==> config.mk <==
export PLATFORM = sky130hd
export DESIGN_NAME = irq_ctrl
export DESIGN_NICKNAME = d
export VERILOG_FILES = /design/src/rtl/irq_ctrl.sv
export SDC_FILE = /design/constraint.sdc
export NUM_CORES = 1
export LEC_CHECK = 0
export ABC_AREA = 0
export BUFFER_PORTS_ARGS = -buffer_cell sky130_fd_sc_hd__buf_2
export CAP_MARGIN = 20
export CORE_MARGIN = 8
export CORE_UTILIZATION = 40
export DETAILED_ROUTE_END_ITERATION = 6
export GPL_ROUTABILITY_DRIVEN = 0
export GPL_TIMING_DRIVEN = 0
export PLACE_DENSITY = 0.71
export SLEW_MARGIN = 15
export SYNTH_ARGS = -nofsm -noshare
export SYNTH_HDL_FRONTEND = slang
export SYNTH_SLANG_ARGS = --single-unit
==> constraint.sdc <==
create_clock -name clk -period 1.9 [get_ports clk]
set_input_delay 0.19 -clock clk [delete_from_list [all_inputs] [get_ports clk]]
set_output_delay 0.19 -clock clk [all_outputs]
set_load 0.02 [all_outputs]
==> src/rtl/irq_ctrl.sv <==
// Bus-mapped interrupt controller: NIRQ pending channels with mask, edge/level mode, global enable.
// Define IRQC_SYNC_EN to add a 2-flop synchroniser on every irq_in bit.
module irq_ctrl #(
  parameter int WIDTH = 32,
  parameter int NIRQ  = 8,
  parameter int IDXW  = 5
) (
  input  logic             clk,
  input  logic             reset,
  input  logic             cs,
  input  logic             wen,
  input  logic [2:0]       addr,
  input  logic [WIDTH-1:0] din,
  output logic [WIDTH-1:0] dout,
  input  logic [NIRQ-1:0]  irq_in,
  output logic             irq,
  output logic [IDXW:0]    vec
);

  localparam logic [2:0] A_PEND = 3'd0;
  localparam logic [2:0] A_MASK = 3'd1;
  localparam logic [2:0] A_MODE = 3'd2;
  localparam logic [2:0] A_VEC  = 3'd3;
  localparam logic [2:0] A_SET  = 3'd4;
  localparam logic [2:0] A_CTRL = 3'd5;
  localparam logic [2:0] A_RAW  = 3'd6;

  logic [NIRQ-1:0] s_s;
  logic [NIRQ-1:0] s_prev_q, s_prev_d;
  logic [NIRQ-1:0] pend_q, pend_d;
  logic [NIRQ-1:0] mask_q, mask_d;
  logic [NIRQ-1:0] mode_q, mode_d;
  logic            gie_q, gie_d;
  logic            irq_q, irq_d;

  logic            wr_s;
  logic [NIRQ-1:0] rise_s, set_s, clr_s, ack_s, active_s;
  logic [IDXW-1:0] ack_idx_s, vec_idx_s;
  logic            vec_valid_s;
  logic            unused_din_s;

  assign unused_din_s = ^din;

`ifdef IRQC_SYNC_EN
  logic [NIRQ-1:0] sync1_q, sync1_d, sync2_q, sync2_d;

  // synchroniser next-state
  always_comb begin
    sync1_d = irq_in;
    sync2_d = sync1_q;
  end

  // synchroniser flops
  always_ff @(posedge clk) begin
    if (reset) begin
      sync1_q <= '0;
      sync2_q <= '0;
    end else begin
      sync1_q <= sync1_d;
      sync2_q <= sync2_d;
    end
  end

  assign s_s = sync2_q;
`else
  assign s_s = irq_in;
`endif

  assign active_s = pend_q & mask_q;

  // priority encode: lowest active index wins
  always_comb begin
    vec_valid_s = |active_s;
    vec_idx_s   = '0;
    for (int i = NIRQ - 1; i >= 0; i--) begin
      vec_idx_s = active_s[i] ? IDXW'(i) : vec_idx_s;
    end
  end

  assign vec = {vec_valid_s, vec_idx_s};

  // next-state for registers and pending bits
  always_comb begin
    wr_s      = cs & wen;
    mask_d    = mask_q;
    mode_d    = mode_q;
    gie_d     = gie_q;
    s_prev_d  = s_s;
    irq_d     = gie_q & (|active_s);
    ack_idx_s = din[IDXW-1:0];
    case ({wr_s, addr})
      {1'b1, A_MASK}: mask_d = din[NIRQ-1:0];
      {1'b1, A_MODE}: mode_d = din[NIRQ-1:0];
      {1'b1, A_CTRL}: gie_d  = din[0];
      default:        mask_d = mask_q;
    endcase
    for (int i = 0; i < NIRQ; i++) begin
      ack_s[i] = (wr_s && addr == A_VEC && ack_idx_s == IDXW'(i)) ? 1'b1 : 1'b0;
    end
    rise_s = s_s & ~s_prev_q;
    set_s  = rise_s | ((wr_s && addr == A_SET) ? din[NIRQ-1:0] : {NIRQ{1'b0}});
    clr_s  = ack_s | ((wr_s && addr == A_PEND) ? din[NIRQ-1:0] : {NIRQ{1'b0}});
    // set beats clear on edge channels; level channels simply follow s
    pend_d = (mode_q & (set_s | (pend_q & ~clr_s))) | (~mode_q & s_s);
  end

  // state flops
  always_ff @(posedge clk) begin
    if (reset) begin
      s_prev_q <= '0;
      pend_q   <= '0;
      mask_q   <= '0;
      mode_q   <= '0;
      gie_q    <= 1'b0;
      irq_q    <= 1'b0;
    end else begin
      s_prev_q <= s_prev_d;
      pend_q   <= pend_d;
      mask_q   <= mask_d;
      mode_q   <= mode_d;
      gie_q    <= gie_d;
      irq_q    <= irq_d;
    end
  end

  assign irq = irq_q;

  // read mux, zero when not selected
  always_comb begin
    dout = '0;
    case ({cs, addr})
      {1'b1, A_PEND}: dout = WIDTH'(pend_q);
      {1'b1, A_MASK}: dout = WIDTH'(mask_q);
      {1'b1, A_MODE}: dout = WIDTH'(mode_q);
      {1'b1, A_VEC}: begin
        dout[WIDTH-1]  = vec_valid_s;
        dout[IDXW-1:0] = vec_idx_s;
      end
      {1'b1, A_CTRL}: dout = WIDTH'(gie_q);
      {1'b1, A_RAW}:  dout = WIDTH'(s_s);
      default:        dout = '0;
    endcase
  end

endmodule

* Yosys cells after proc, flatten, opt, wreduce, memory -nomap -nowiden
Cells that the tools add are included.
** Operators by class
- Equal/unequal tests :: 18
- Mux-type cells :: 21
- Bitwise logic cells :: 14
- Reductions and logical operators :: 14
** Operator list (number)
- $and A8 B8 Y8 :: 5
- $eq A4 B4 Y1 const B :: 9
- $or A8 B8 Y8 :: 4
- $pmux W5 S6 :: 1
- $mux W3 :: 8
- $not A8 Y8 :: 3
- $eq A5 B3 Y1 const B :: 4
- $mux W8 :: 2
- $pmux W3 S4 :: 1
- $logic_and A1 B1 Y1 :: 11
- $eq A5 B2 Y1 const B :: 2
- $mux W1 :: 9
- $reduce_or A8 Y1 :: 1
- $eq A5 B1 Y1 const B :: 1
- $logic_not A5 Y1 :: 1
- $eq A3 B2 Y1 const B :: 1
- $eq A3 B3 Y1 const B :: 1
- $logic_not A3 Y1 :: 1
- $and A1 B1 Y1 :: 2
** Storage, ports and cells
- Flip-flop bits (word level) :: 34
- Output and inout port bits :: 39
- Logic and storage cells :: 73

* Depth between registers and ports, before layout
- Word-level depth :: 10
- Mapped depth :: 6
- Mapped depth without buffers :: 4

* Worst setup path before layout
Ideal clock, no wire load.
- Kind :: register -> output
- Start point :: register pend_q[2]
- End point :: output dout[0]
- Data arrival time :: 1.419 ns
- Slack :: 0.291 ns
- Cell stages (with the launch flop) :: 5
- Path buffers :: 0
- Path through :: dfxtp_1 a22oi_1 o21ai_0 or3_1 a21boi_0
** On the way
- Longest elaborated chain between the ends :: 5
** RTL lines
- from (decl) :: line 30 : logic [NIRQ-1:0] pend_q, pend_d;
- from (signal assigned) :: line 118 : pend_q <= pend_d;
- $and A8 B8 Y8 :: line 69 : assign active_s = pend_q & mask_q;
- $mux W3 (3 in a row) :: line 76 : vec_idx_s = active_s[i] ? IDXW'(i) : vec_idx_s;
- $pmux W5 S6 :: line 131 : case ({cs, addr})
- to (decl) :: line 14 : output logic [WIDTH-1:0] dout,
Every way passes these cells.

* Worst setup path in the final report
- Start point :: register mask_q[4]
- End point :: output dout[2]
** On the way
- Longest elaborated chain between the ends :: 7
** RTL lines
- from (decl) :: line 31 : logic [NIRQ-1:0] mask_q, mask_d;
- from (signal assigned) :: line 119 : mask_q <= mask_d;
- $and A8 B8 Y8 :: line 69
- $mux W3 (5 in a row) :: line 76
- $pmux W5 S6 :: line 131
Every way passes these cells.

==> impl_metrics.env <==
export IMPL_synth_top_family_by_area="simple AND/OR/NAND/NOR gates"
export IMPL_setup_slack_ps=67.3
export IMPL_syn_to_final_growth_pct=21.3
export IMPL_worst_slew_pin_slew_ps=544
export IMPL_fin_util=0.491
export IMPL_clk_latency_ps=290
export IMPL_cts_sinks=34
export IMPL_cp_start_kind="register"
export IMPL_rows=27
export IMPL_tns_ps=0
export IMPL_dp_hpwl_microns=4590
export IMPL_track_usage=0.149
export IMPL_synth_compound_area_frac=0.133
export IMPL_yosysUniqueCellTypes=43
export IMPL_worst_path_max_fanout=4
export IMPL_htreeDepth=2
export IMPL_grt_pass1_vias=1861
export IMPL_seq_area_frac_synth=0.313
export IMPL_cts_root_buf="clkbuf_8"
export IMPL_relSlewSlack=0.636
export IMPL_drt_iter0_drc=170
export IMPL_setup_viol=0
export IMPL_synth_edf_count=0
export IMPL_ant_nets=0
export IMPL_finalClockSkew_ps=2.49
export IMPL_synth_warning_count=0
export IMPL_clock_path_buffers=2
export IMPL_p_leak_nw=1.15
export IMPL_start_util=0.405
export IMPL_numPortBuffers=33
export IMPL_fin_nets=359
export IMPL_period_minus_slack_ps=1830
export IMPL_core_sq_mm=0.00537
export IMPL_hold_path_class="input port to register"
export IMPL_crit_path_end_kind="output port"
export IMPL_synthSimpleGateAreaFrac=0.293
export IMPL_antenna_found_initial=0
export IMPL_grt_start_max_net_pins=11
export IMPL_synth_cell_area_sq_mm=0.00218
export IMPL_post_place_ws_ps=149
export IMPL_die_area_sq_mm=0.00806
export IMPL_max_cap_violations=0
export IMPL_synthMuxAreaShare=0.124
export IMPL_ys_seq_elements=34
export IMPL_post_cts_buffers=0
export IMPL_cts_hold_buffers_added=0
export IMPL_antenna_cells=0
export IMPL_grt_pass1_wl_microns=9930
export IMPL_maxSlewViolCount=0
export IMPL_powerDensity_mw_per_mm2=605
export IMPL_ios=86
export IMPL_syn_avg_cell_area_sq_um=8.77
export IMPL_worstSetupPathType="register to output port"
export IMPL_yosysTopAreaCell="dfxtp_1"
export IMPL_firstDrtPassIters=4
export IMPL_synth_top_area_frac=0.313
export IMPL_vias=1983
export IMPL_grt_overflow_total=0
export IMPL_drive_above_1_share=0.297
export IMPL_ir_worst_vdd_mv=0.402
export IMPL_die_w_microns=89.8
export IMPL_period_share=0.965
export IMPL_synth_flop_cell="dfxtp_1"
export IMPL_fmax_mhz=546
export IMPL_tritoncts="yes"
export IMPL_die_height_microns=89.8
export IMPL_fill_cells=535
export IMPL_drc_errors=0
export IMPL_worstPathArrival_ps=1640
export IMPL_rsz0062_at_grt="false"
export IMPL_worst_ep_required_time_ps=1710
export IMPL_cts_buffers=5
export IMPL_drt_wl_total_microns=5990
export IMPL_drt_wirelength_per_cell_microns=15.5
export IMPL_via_per_inst=5.15
export IMPL_clkTransAtPathRegs_ps=70
export IMPL_syn_inst=248
export IMPL_synth_adder_area_share=0
export IMPL_synth_area_leaders="dfxtp_1 (31%), mux2i_1 (12%), buf_4 (11%)"
export IMPL_finalHoldViolCount=0
export IMPL_status="completed"
export IMPL_synth_xor_area_frac=0
export IMPL_async_reset_ff_frac=0
## worst max-delay path: stages (launching register included)
cell      delay, ps
dfxtp_1         380
a22o_1          190
nand2b_1        140
or3b_1          370
nand3_1         120
buf_4           150
## cell usage in the layout, fill, tap and decap left out, drive strengths merged
cell type / n
a211oi: 8
a21boi: 1
a221o: 8
a22o: 2
a22oi: 4
a31oi: 3
and2: 1
and3: 9
and3b: 2
buf: 72
clkbuf: 7
clkinv: 1
conb: 25
dfxtp: 34
inv: 2
mux2i: 27
nand2: 30
nand2b: 3
nand3: 4
nand3b: 3
nand4: 2
nand4b: 3
nand4bb: 1
nor2: 20
nor2b: 11
nor3: 3
nor3b: 8
nor4: 1
nor4b: 1
nor4bb: 1
o211ai: 1
o21ai: 4
o22a: 1
o22ai: 5
o311ai: 1
or2: 1
or3: 2
or3b: 1
## cell families after synthesis
| family | Yosys count |
|---|---|
| and+or+nand+nor | 107 |
| other | 1 |
| AOI/OAI and AO/OA | 38 |
| DFF | 34 |
| buffers and inverters | 41 |
| muxes | 27 |
## state kept, by name, indices dropped and copies added (netlist names)
register,flops
gie_q,1
irq,1
mask_q,8
pend_q,8
s_prev_q,8
mode_q,8
## layout make-up
cell class	count	area, sq um	share of cell area
buffer	39	287	0.109
clock buffer	7	86.3	0.0327
clock inverter	1	5.00	0.00190
inverter	2	7.51	0.00284
multi-input combinational	197	1310	0.495
sequential	34	688	0.261
tap	72	90.1	0.0341
timing repair buffer	33	170	0.0645
## metrics by stage
step                      hold slack [ps]  instances  area [sq um]  total power [mW]
final                                 184        385          2640              1.60
after global routing                  185        385          2640              1.66
after CTS                             179        385          2610              1.59
after detailed placement              481        377          2520              1.05
after global placement                472        377          2520              1.04
after floorplan                       273        272          2270             0.968
## where the power goes
part	internal, mW	switching (mW)
clock network	0.292	0.265
registers	0.737	0.0200
logic	0.117	0.164
## metal layers
layer	vias to the layer above	track usage	part of all wire
li1	968	-	-
met1	932	0.197	0.44
met2	76	0.229	0.47
met3	7	0.0399	0.079
met4	0	0.0423	0.013
met5	-	0	0
## worst paths after layout
path | from | endpoint | slack [ps] | depth (start not counted)
worst max-delay path | mask_q[4] | dout[2] | 70 | 5
worst min-delay path | irq_in[5] | s_prev_q[5] | 180 | 2
worst max register to register | pend_q[4] | irq | 730 | 4
worst min register to register | gie_q | irq | 500 | 1
## Yosys cell counts, drive strengths merged (4+ instances only)
cell type,count
a211oi,8
a221o,8
a22oi,4
and3,9
buf,39
dfxtp,34
mux2i,27
nand2,30
nand3,4
nor2,20
nor2b,11
nor3b,8
o21ai,4
o22ai,5
## repair_timing
action                     CTS  global route
pin swaps                    0             2
setup endpoints to repair    1             2
resized for setup            1            12
hold endpoints to repair     0             0
Note: power is estimated with default switching activity, not from simulation.
